[src/rtl/clock_pkg.sv]
`default_nettype none
// ============================================================================
//  Module      : clock_pkg
//  Description : Shared encodings for the multimodal digital clock: the
//                front-panel mode codes and the stopwatch / timer state
//                enumerations used by the sequencing controller.
//  Revision    : 1.0 - initial release
// ============================================================================
package clock_pkg;

    // Front-panel mode codes, also used directly as the display mux select.
    localparam logic [1:0] MODE_SET   = 2'b00;
    localparam logic [1:0] MODE_CLK24 = 2'b01;
    localparam logic [1:0] MODE_SW    = 2'b10;
    localparam logic [1:0] MODE_TMR   = 2'b11;

    // Countdown timer sequencing states.
    typedef enum logic [1:0] {
        T_IDLE  = 2'd0,
        T_RUN   = 2'd1,
        T_PAUSE = 2'd2,
        T_ALARM = 2'd3
    } tmr_state_t;

    // Stopwatch run/stop state.
    typedef enum logic {
        SW_STOP = 1'b0,
        SW_RUN  = 1'b1
    } sw_state_t;

endpackage : clock_pkg
`default_nettype wire

[src/rtl/mode_ctrl_timer.sv]
`default_nettype none
// ============================================================================
//  Module      : timer_ctrl
//  Description : Countdown timer sequencer. Runs the idle/run/pause/alarm
//                state machine, generates the per-second decrement enable
//                and preset load strobe for the timer datapath, and holds
//                the expiry alarm for ALARM_SECS ticks.
//
//  Ports
//    clk         in   system clock
//    reset       in   asynchronous active-high reset
//    tick_1hz    in   one-cycle pulse per second
//    load_tmr    in   load pulse, already qualified by timer mode
//    ss_tmr      in   start/stop pulse, already qualified by timer mode
//    ss_any      in   raw start/stop pulse (acknowledges alarm in any mode)
//    timer_zero  in   timer datapath reads 00:00:00
//    tmr_en      out  registered decrement enable (one cycle)
//    tmr_load    out  registered preset load strobe (one cycle)
//    alarm       out  registered expiry level
//
//  Revision    : 1.0 - initial release
// ============================================================================
module timer_ctrl
    import clock_pkg::*;
#(
    parameter int ALARM_SECS = 5
) (
    input  logic clk,
    input  logic reset,
    input  logic tick_1hz,
    input  logic load_tmr,
    input  logic ss_tmr,
    input  logic ss_any,
    input  logic timer_zero,
    output logic tmr_en,
    output logic tmr_load,
    output logic alarm
);

    localparam logic [2:0] ALARM_INIT = 3'(ALARM_SECS);

    tmr_state_t state;
    logic [2:0] alarm_cnt;

    // Outputs are registered alongside the state. The alarm level is set on
    // the edge that enters T_ALARM and cleared on every edge that leaves it,
    // so it is always equal to (state == T_ALARM).
    always_ff @(posedge clk or posedge reset) begin
        if (reset) begin
            state     <= T_IDLE;
            alarm_cnt <= 3'd0;
            tmr_en    <= 1'b0;
            tmr_load  <= 1'b0;
            alarm     <= 1'b0;
        end else begin
            // Enable follows the pre-transition state, but never decrements
            // past zero even on the cycle the expiry is detected.
            tmr_en   <= tick_1hz && (state == T_RUN) && !timer_zero;
            tmr_load <= 1'b0;

            case (state)
                T_IDLE: begin
                    if (load_tmr) begin
                        tmr_load <= 1'b1;
                    end
                    // Starting from zero would expire immediately; ignore it.
                    if (ss_tmr && !timer_zero) begin
                        state <= T_RUN;
                    end
                end

                T_RUN: begin
                    // Expiry takes priority over a coincident pause request.
                    if (timer_zero) begin
                        state     <= T_ALARM;
                        alarm_cnt <= ALARM_INIT;
                        alarm     <= 1'b1;
                    end else if (ss_tmr) begin
                        state <= T_PAUSE;
                    end
                end

                T_PAUSE: begin
                    if (load_tmr) begin
                        tmr_load <= 1'b1;
                        state    <= T_IDLE;
                    end else if (ss_tmr && !timer_zero) begin
                        state <= T_RUN;
                    end
                end

                T_ALARM: begin
                    if (ss_any) begin
                        state     <= T_IDLE;
                        alarm_cnt <= 3'd0;
                        alarm     <= 1'b0;
                    end else if (load_tmr) begin
                        tmr_load  <= 1'b1;
                        state     <= T_IDLE;
                        alarm_cnt <= 3'd0;
                        alarm     <= 1'b0;
                    end else if (tick_1hz) begin
                        // A count of zero can only come from a bad parameter;
                        // treat it like the last second so the alarm cannot stick.
                        if (alarm_cnt <= 3'd1) begin
                            state     <= T_IDLE;
                            alarm_cnt <= 3'd0;
                            alarm     <= 1'b0;
                        end else begin
                            alarm_cnt <= alarm_cnt - 3'd1;
                        end
                    end
                end

                default: begin
                    state     <= T_IDLE;
                    alarm_cnt <= 3'd0;
                    alarm     <= 1'b0;
                end
            endcase
        end
    end

endmodule : timer_ctrl
`default_nettype wire

[src/rtl/mode_ctrl.sv]
`default_nettype none
// ============================================================================
//  Module      : mode_ctrl
//  Description : Sequencing controller for the multimodal digital clock.
//                Registers the selected mode, gates the 1 Hz tick into the
//                clock24 / stopwatch / timer count enables, issues load and
//                clear strobes, and runs the stopwatch state machine. The
//                timer state machine and alarm live in timer_ctrl.
//
//  Ports
//    clk         in   system clock
//    reset       in   asynchronous active-high reset
//    mode[1:0]   in   requested mode (00 set, 01 clock24, 10 stopwatch, 11 timer)
//    tick_1hz    in   one-cycle pulse per second
//    load        in   debounced load pulse
//    start_stop  in   debounced start/stop pulse
//    clear       in   debounced clear pulse
//    timer_zero  in   timer datapath reads zero
//    disp_sel    out  display mux select (registered mode)
//    clk24_en    out  clock24 count enable
//    clk24_load  out  clock24 preset load strobe
//    sw_en       out  stopwatch count enable
//    sw_clear    out  stopwatch clear strobe
//    tmr_en      out  timer decrement enable
//    tmr_load    out  timer preset load strobe
//    alarm       out  timer expired level
//
//  Revision    : 1.0 - initial release
// ============================================================================
module mode_ctrl
    import clock_pkg::*;
#(
    parameter int ALARM_SECS = 5
) (
    input  logic       clk,
    input  logic       reset,
    input  logic [1:0] mode,
    input  logic       tick_1hz,
    input  logic       load,
    input  logic       start_stop,
    input  logic       clear,
    input  logic       timer_zero,
    output logic [1:0] disp_sel,
    output logic       clk24_en,
    output logic       clk24_load,
    output logic       sw_en,
    output logic       sw_clear,
    output logic       tmr_en,
    output logic       tmr_load,
    output logic       alarm
);

    logic [1:0] mode_q;
    sw_state_t  sw_state;

    // Buttons are qualified by the registered mode, so a press arriving in
    // the same cycle as a mode change still acts on the previous mode.
    logic in_set;
    logic in_sw;
    logic in_tmr;
    logic load_tmr;
    logic ss_tmr;

    assign in_set   = (mode_q == MODE_SET);
    assign in_sw    = (mode_q == MODE_SW);
    assign in_tmr   = (mode_q == MODE_TMR);
    assign load_tmr = load && in_tmr;
    assign ss_tmr   = start_stop && in_tmr;

    assign disp_sel = mode_q;

    // ------------------------------------------------------------------------
    // Mode register and clock24 gating. The clock is frozen while being set.
    // ------------------------------------------------------------------------
    always_ff @(posedge clk or posedge reset) begin
        if (reset) begin
            mode_q     <= MODE_CLK24;
            clk24_en   <= 1'b0;
            clk24_load <= 1'b0;
        end else begin
            mode_q     <= mode;
            clk24_en   <= tick_1hz && !in_set;
            clk24_load <= load && in_set;
        end
    end

    // ------------------------------------------------------------------------
    // Stopwatch FSM. It keeps counting while another mode is displayed; only
    // its buttons are restricted to stopwatch mode. The enable is taken from
    // the pre-transition state, so the tick that coincides with a start does
    // not count.
    // ------------------------------------------------------------------------
    always_ff @(posedge clk or posedge reset) begin
        if (reset) begin
            sw_state <= SW_STOP;
            sw_en    <= 1'b0;
            sw_clear <= 1'b0;
        end else begin
            sw_en    <= tick_1hz && (sw_state == SW_RUN);
            sw_clear <= clear && in_sw;

            if (in_sw) begin
                // Clear wins over a coincident start/stop.
                if (clear) begin
                    sw_state <= SW_STOP;
                end else if (start_stop) begin
                    sw_state <= (sw_state == SW_RUN) ? SW_STOP : SW_RUN;
                end
            end
        end
    end

    // ------------------------------------------------------------------------
    // Countdown timer sequencer.
    // ------------------------------------------------------------------------
    timer_ctrl #(
        .ALARM_SECS (ALARM_SECS)
    ) u_timer_ctrl (
        .clk        (clk),
        .reset      (reset),
        .tick_1hz   (tick_1hz),
        .load_tmr   (load_tmr),
        .ss_tmr     (ss_tmr),
        .ss_any     (start_stop),
        .timer_zero (timer_zero),
        .tmr_en     (tmr_en),
        .tmr_load   (tmr_load),
        .alarm      (alarm)
    );

endmodule : mode_ctrl
`default_nettype wire
[config.mk]
export PLATFORM = sky130hd
export DESIGN_NAME = mode_ctrl
export DESIGN_NICKNAME = d
export VERILOG_FILES = /design/src/rtl/clock_pkg.sv /design/src/rtl/mode_ctrl_timer.sv /design/src/rtl/mode_ctrl.sv
export SDC_FILE = /design/constraint.sdc
export NUM_CORES = 1
export LEC_CHECK = 0
export ABC_AREA = 0
export BUFFER_PORTS_ARGS = -buffer_cell sky130_fd_sc_hd__buf_2
export CORE_UTILIZATION = 50
export DETAILED_ROUTE_END_ITERATION = 8
export PLACE_DENSITY = 0.83
export SKIP_LAST_GASP = 1
export SYNTH_ARGS = -nofsm -noshare
export SYNTH_HDL_FRONTEND = slang
export SYNTH_SLANG_ARGS = --single-unit
[constraint.sdc]
create_clock -name clk -period 1.4 [get_ports clk]
set_input_delay 0.07 -clock clk [delete_from_list [all_inputs] [get_ports clk]]
set_output_delay 0.07 -clock clk [all_outputs]
set_load 0.01 [all_outputs]
==> results of run 1 <==
flip-flops by register name, indices dropped and copies added, names as in the netlist:
signal and flops:
clk24_load 1, u_timer_ctrl.tmr_en 1, sw_clear 1, sw_en 1, u_timer_ctrl.alarm 1, sw_state 1
u_timer_ctrl.alarm_cnt 3, u_timer_ctrl.tmr_load 1, u_timer_ctrl.state 2, clk24_en 1, disp_sel 2
layout make-up:
class                           count  area share
Tap cell                           15     0.02058
Timing Repair Buffer               24      0.1619
Multi-Input combinational cell     47      0.3594
Clock buffer                        4     0.02881
Inverter                            4     0.01646
Sequential cell                    15      0.4129
power by group through the flow:
stage / Sequential, W / Clock (W) / Combinational [W]
2_1_floorplan: 0.000613 / 0 / 0.000332
3_3_place_gp: 0.000654 / 0 / 0.000375
3_5_place_dp: 0.000661 / 0 / 0.000393
4_1_cts: 0.000656 / 0.000250 / 0.000408
5_1_grt: 0.000671 / 0.000271 / 0.000511
6_report: 0.000653 / 0.000239 / 0.000449
cell families after synthesis:
kind of cell	synth area share
AO/OA/AOI/OAI	0.2237
AND/OR/NAND/NOR	0.1441
flip-flops	0.5102
buffers and inverters	0.06101
multiplexers	0.02712
adder cells (fa/ha/maj)	0.03389
what timing repair did:
item / CTS / global route
buffers inserted: 0 / 1
resized for setup: 1 / 1
hold endpoints to repair: 18 / 0
hold buffers: 4 / 0
gates cloned: 0 / 0
endpoints found under the setup margin: 3 / 4
metrics by stage:
| stage | TNS, ns | cells | hold slack [ns] | power, W |
|---|---|---|---|---|
| after floorplan | 0 | 70 | -0.02924 | 0.0009455 |
| after global placement | 0 | 100 | 0.1381 | 0.001029 |
| after detailed placement | -0.06393 | 100 | 0.1482 | 0.001054 |
| after CTS | 0 | 108 | 0.008199 | 0.001314 |
| after global routing | 0 | 109 | 0.01066 | 0.001453 |
| final | 0 | 109 | 0.02482 | 0.001342 |
layer usage:
metal | GRT usage | wire (um)
met2 | 0.3611 | 723
met1 | 0.2569 | 604
met5 | 0 | 0
met3 | 0.05000 | 55
met4 | 0.1000 | 27
cell usage in the layout, fill, tap and decap left out, types with 2 or more instances in the layout:
cell	netlist	layout
clkbuf_4	0	3
o21a_1	2	2
nor2_1	5	5
inv_1	4	4
o21ai_1	4	3
mux2i_1	2	2
ha_1	2	2
nor2b_1	2	2
dfrtp_1	14	14
nand2_1	4	4
buf_2	0	17
nand3_1	3	3
nand2b_1	2	2
a21oi_1	6	6
buf_4	0	3
dlygate4sd3_1	0	4
nor3b_1	2	2
final timing paths:
check,to,start,depth (start not counted),slack (ns)
max,u_timer_ctrl.alarm_cnt[2]$_DFFE_PP0P_,u_timer_ctrl.alarm_cnt[1]$_DFFE_PP0P_,6,0.08
max reg2reg,u_timer_ctrl.alarm_cnt[2]$_DFFE_PP0P_,u_timer_ctrl.alarm_cnt[1]$_DFFE_PP0P_,6,0.08
max in group asynchronous,disp_sel[0]$_DFF_PP1_,reset,3,0.64
min in group asynchronous,u_timer_ctrl.alarm_cnt[0]$_DFFE_PP0P_,reset,3,0.38
min reg2reg,u_timer_ctrl.alarm$_DFFE_PP0P_,u_timer_ctrl.alarm$_DFFE_PP0P_,2,0.55
min,u_timer_ctrl.tmr_en$_DFF_PP0_,timer_zero,2,0.02
==> flow_summary.toml, run 1 <==
[worst_setup_path]
cp_max_fo = 5
critical-path-top-delay-family = "compound AO/OA/AOI/OAI gates"
critPathCaptureType = "register"
critPathKind = "register to register"
crit_slowest_cell = "dfrtp_1"
start_kind = "register"
cpPeakStageDelay_ns = 0.35
critPathArrivalTime_ns = 1.53
cp_cell_sequence = "inv_1, ha_1, o21ba_2, o21ai_4, a21o_1, a21oi_1"
worstPathRequired_ns = 1.61
path_buf_inv = 1

[yosys]
synth_area_leader_cell = "dfrtp_1"
syn_avg_cell_area_um2 = 10.55
ys_top_cells_by_area = "dfrtp_1 (47%), a21oi_1 (4.1%), a311oi_4 (3.6%)"
synthCells = 70
synth_cell_type_count = 29
synth-seq-cells = 15
async_flop_share = 1.000
ys_warn_count = 0
synth_flop_cell = "dfrtp_1"
ys_seq_area_frac = 0.5102
syn_nets = 81
synth_edf_count = 0
yosysTopAreaCellShare = 0.4746
ys_top_cells_by_count = "dfrtp_1 (14), a21oi_1 (6), nor2_1 (5)"
synth.most_common_cell = "dfrtp_1"
syn_area_um2 = 738.2

[finish]
finish.utilization = 0.6839
multi_input_area_um2 = 327.8
fill_cells = 109
final_area_um2 = 912.1
num_antenna_cells = 0
drive_above_1_share = 0.3085
synthToLayoutAreaGrowth_pct = 23.56
final_nets = 106
ff_latch_area_um2 = 376.6

[global_routing]
globalRouteOverflowTotal = 0
grt_first_pass_wirelength_mm = 2.235
grt_pass1_vias = 515
grtUsageTotal = 0.2153
grt_max_degree = 16
grt_antenna_before_repair = 0

[timing]
worstMarginPinSlew_ns = 0.5679
slew_headroom = 0.6210
timing.fmax_mhz = 758.5
setup-violations-final = 0
period_share = 0.9417
fin_worst_skew_ns = 0.001151
grt_setup_unrepaired = "no"
slew_violations = 0
period_needed_ns = 1.318
hold_violations = 0
setup_slack_ns = 0.08168

[clock_tree]
clkSinkCount = 15
root_buffer = "clkbuf_4"
path_clk_slew_ns = 0.08
cts_max_level = 1
clock_latency_ns = 0.28
numCtsBuffers = 3
cts_buffer_depth = 2
cts_tree = "yes"

[power_and_ir_drop]
power_frac_seq = 0.487
p_sw_w = 0.0004788
netSwitchingFraction = 0.3568
power.density_mw_per_mm2 = 1471
leakagePower_nw = 0.4299
p_int_w = 0.0008631
p_comb_frac = 0.335
clockPowerShare = 0.178
vdd_ir_drop_max_v = 0.0009283

[die]
fp.coreArea_mm2 = 0.001334
rows = 13
dieArea_mm2 = 0.001634
start_util = 0.5535
ioPinCount = 18
chipHeight_um = 40.43
die_w_um = 40.43

[placement]
post-dp-hpwl_um = 996.7
port_buffers = 17
place_area_um2 = 827.0
pre_cts_ws_ns = -0.02833
place.gp.congestion = 0.8187

[route]
routedWlPerCell_um = 12.94
drtIter0Drc = 13
final_antenna_net_count = 0
firstDrtPassIters = 4
drc = 0
routed_wl_mm = 1.411
num_vias = 604
viasPerCell = 5.541

[worst_hold_path]
hp-class = "input pin to register"

[flow_run]
cap_violations = 0

[status]
outcome = "complete, no violations"
No activity file was read; power rests on OpenSTA's default activity.
==> inputs of run 2 (changes only) <==
--- a/config.mk
+++ b/config.mk
@@ -9,7 +9,7 @@
 export BUFFER_PORTS_ARGS = -buffer_cell sky130_fd_sc_hd__buf_2
 export CORE_UTILIZATION = 50
 export DETAILED_ROUTE_END_ITERATION = 8
-export PLACE_DENSITY = 0.83
+export PLACE_DENSITY = 0.75
 export SKIP_LAST_GASP = 1
 export SYNTH_ARGS = -nofsm -noshare
 export SYNTH_HDL_FRONTEND = slang
==> run 2 against run 1 <==
Cell count grew 0.92%. Largest power group unchanged. Worst hold slack lost 0.012 ns. Clock-buffer cell count is the same. First-iteration DRC count shrank 46%. Clock power grew 7%. Utilization grew 1.2 points. Wire length grew 8.4%.
==> flow_summary.toml, run 2 (synthesis gave the netlist of run 1 again) <==
[status]
outcome = "complete, no violations"

[worst_setup_path]
reg2reg_setup_slack_ns = 0.07
critPathKind = "register to register"
r2r_end = "u_timer_ctrl.alarm_cnt[2]$_DFFE_PP0P_"
cp_cell_sequence = "a311oi_4, nor2_2, a211oi_2, a21oi_1"
worstReg2RegStart = "disp_sel[1]$_DFF_PP0_"
critPathArrivalTime_ns = 1.49
start_kind = "register"
crit_slowest_cell = "dfrtp_1"
reg2reg_depth = 4
critPathCaptureType = "register"
worstPathRequired_ns = 1.56
cp_max_fo = 6
cpPeakStageDelay_ns = 0.46

[finish]
regMostFlops = "u_timer_ctrl.alarm_cnt"
layout.cells.most_common_list = "buf_2 (17), dfrtp_1 (14), a21oi_1 (6), nor2_1 (5)"
num_antenna_cells = 0
final_nets = 107
synthToLayoutAreaGrowth_pct = 25.76
final_common_cell = "buf_2"
finish.utilization = 0.6961
largest_reg_flops = 3
drive_above_1_share = 0.3368

[worst_hold_path]
hold_end = "u_timer_ctrl.tmr_en$_DFF_PP0_"
hp-class = "input pin to register"
min_path_cells = 2
hold_start = "timer_zero"

[die]
chipHeight_um = 40.43
fp.coreArea_mm2 = 0.001334
die_w_um = 40.43
dieArea_mm2 = 0.001634
rows = 13
start_util = 0.5535
ioPinCount = 18

[timing]
hold_violations = 0
timing.fmax_mhz = 754.3
period_needed_ns = 1.326
slew_violations = 0
setup_slack_ns = 0.07434
worstMarginPinSlew_ns = 0.5682
fin_worst_skew_ns = 0.001920
grt_setup_unrepaired = "no"
period_share = 0.9469
slew_headroom = 0.6208
setup-violations-final = 0

[power_and_ir_drop]
vdd_ir_drop_max_v = 0.001154
p_int_w = 0.0009013
leakagePower_nw = 0.4367
power.total_w = 0.001423
power.density_mw_per_mm2 = 1532
clockPowerShare = 0.180
netSwitchingFraction = 0.3665
power_frac_seq = 0.465
p_sw_w = 0.0005213
p_comb_frac = 0.355

[clock_tree]
root_buffer = "clkbuf_4"
cts_max_level = 1
clock_latency_ns = 0.28
clkSinkCount = 15
numCtsBuffers = 3
cts_tree = "yes"
path_clk_slew_ns = 0.09
cts_buffer_depth = 2

[route]
routedWlPerCell_um = 13.90
drc = 0
num_vias = 601
routed_wl_mm = 1.529
viasPerCell = 5.464
firstDrtPassIters = 2
drtIter0Drc = 7
final_antenna_net_count = 0

[global_routing]
grt_pass1_vias = 492
grt_antenna_before_repair = 0
grtUsageTotal = 0.2162
grt_first_pass_wirelength_mm = 2.263
grt_max_degree = 16
globalRouteOverflowTotal = 0

[placement]
post-dp-hpwl_um = 995
pre_cts_ws_ns = -0.02891
place.gp.congestion = 0.8020
port_buffers = 17

[flow_run]
cap_violations = 0
-- run 2: changes by cell type in the layout (fill, tap and decap cells not counted) --
cell	before	now
ha_1	2	1
o21ba_2	1	0
o21ba_4	0	1
inv_1	4	3
inv_2	0	1
ha_2	0	1
buf_4	3	4
-- run 2: cell type report --
cell class | instances | area [um^2]
clock buffer | 4 | 26.28
fill | 112 | 405.4
inverter | 4 | 15.01
multi-input combinational | 47 | 336.6
sequential | 15 | 376.6
tap | 15 | 18.77
timing repair buffer | 25 | 155.1
-- run 2: per-stage QoR --
| stage | hold slack, ns | TNS, ns | cells | cell area [um^2] |
|---|---|---|---|---|
| 2_1_floorplan | -0.02924 | 0 | 70 | 738.2 |
| 3_3_place_gp | 0.1431 | 0 | 101 | 834.6 |
| 3_5_place_dp | 0.1508 | -0.03680 | 101 | 834.6 |
| 4_1_cts | 0.005861 | 0 | 109 | 904.6 |
| 5_1_grt | 0.01298 | 0 | 110 | 928.4 |
| 6_report | 0.01320 | 0 | 110 | 928.4 |
-- run 2: per-layer routing --
| metal | GRT usage | vias to the layer above | wire length [um] | share of wire |
|---|---|---|---|---|
| li1 | - | 297 | - | - |
| met1 | 0.3045 | 286 | 741 | 0.48 |
| met2 | 0.3095 | 14 | 699 | 0.46 |
| met3 | 0.05000 | 4 | 64 | 0.042 |
| met4 | 0.1000 | 0 | 23 | 0.015 |
| met5 | 0 | - | 0 | 0 |
-- run 2: worst max path at each step --
stage	start	to	slack, ns	depth (start not counted)
3_5_place_dp	u_timer_ctrl.alarm_cnt[1]$_DFFE_PP0P_	u_timer_ctrl.alarm_cnt[1]$_DFFE_PP0P_	-0.03	6
4_1_cts	u_timer_ctrl.alarm_cnt[0]$_DFFE_PP0P_	u_timer_ctrl.alarm_cnt[2]$_DFFE_PP0P_	0.03	5
2_1_floorplan	disp_sel[1]$_DFF_PP0_	u_timer_ctrl.alarm_cnt[2]$_DFFE_PP0P_	0.06	5
3_3_place_gp	u_timer_ctrl.alarm_cnt[0]$_DFFE_PP0P_	u_timer_ctrl.alarm_cnt[2]$_DFFE_PP0P_	0.05	5
6_report	disp_sel[1]$_DFF_PP0_	u_timer_ctrl.alarm_cnt[2]$_DFFE_PP0P_	0.07	4
5_1_grt	disp_sel[1]$_DFF_PP0_	u_timer_ctrl.alarm_cnt[2]$_DFFE_PP0P_	0.009	4
-- run 2: timing repair --
action	4_1_cts	5_1_grt
resized for setup	1	4
hold endpoints to repair	18	0
buffers inserted	0	1
setup endpoints to repair	3	3
hold buffers	4	0
pin swaps	0	0
-- run 2: critical path: cells and delay by family (launching register included) --
kind	cells	cell delay [ns]
compound gates	3	0.62
flops	1	0.46
simple gates	1	0.13
-- run 2: power groups by stage --
stage | combinational, W | clock [W] | sequential, W
floorplan | 0.000332 | 0 | 0.000613
CTS | 0.000446 | 0.000253 | 0.000646
finish | 0.000505 | 0.000255 | 0.000662
global placement | 0.000411 | 0 | 0.000643
detailed placement | 0.000425 | 0 | 0.000652
global route | 0.000559 | 0.000269 | 0.000675
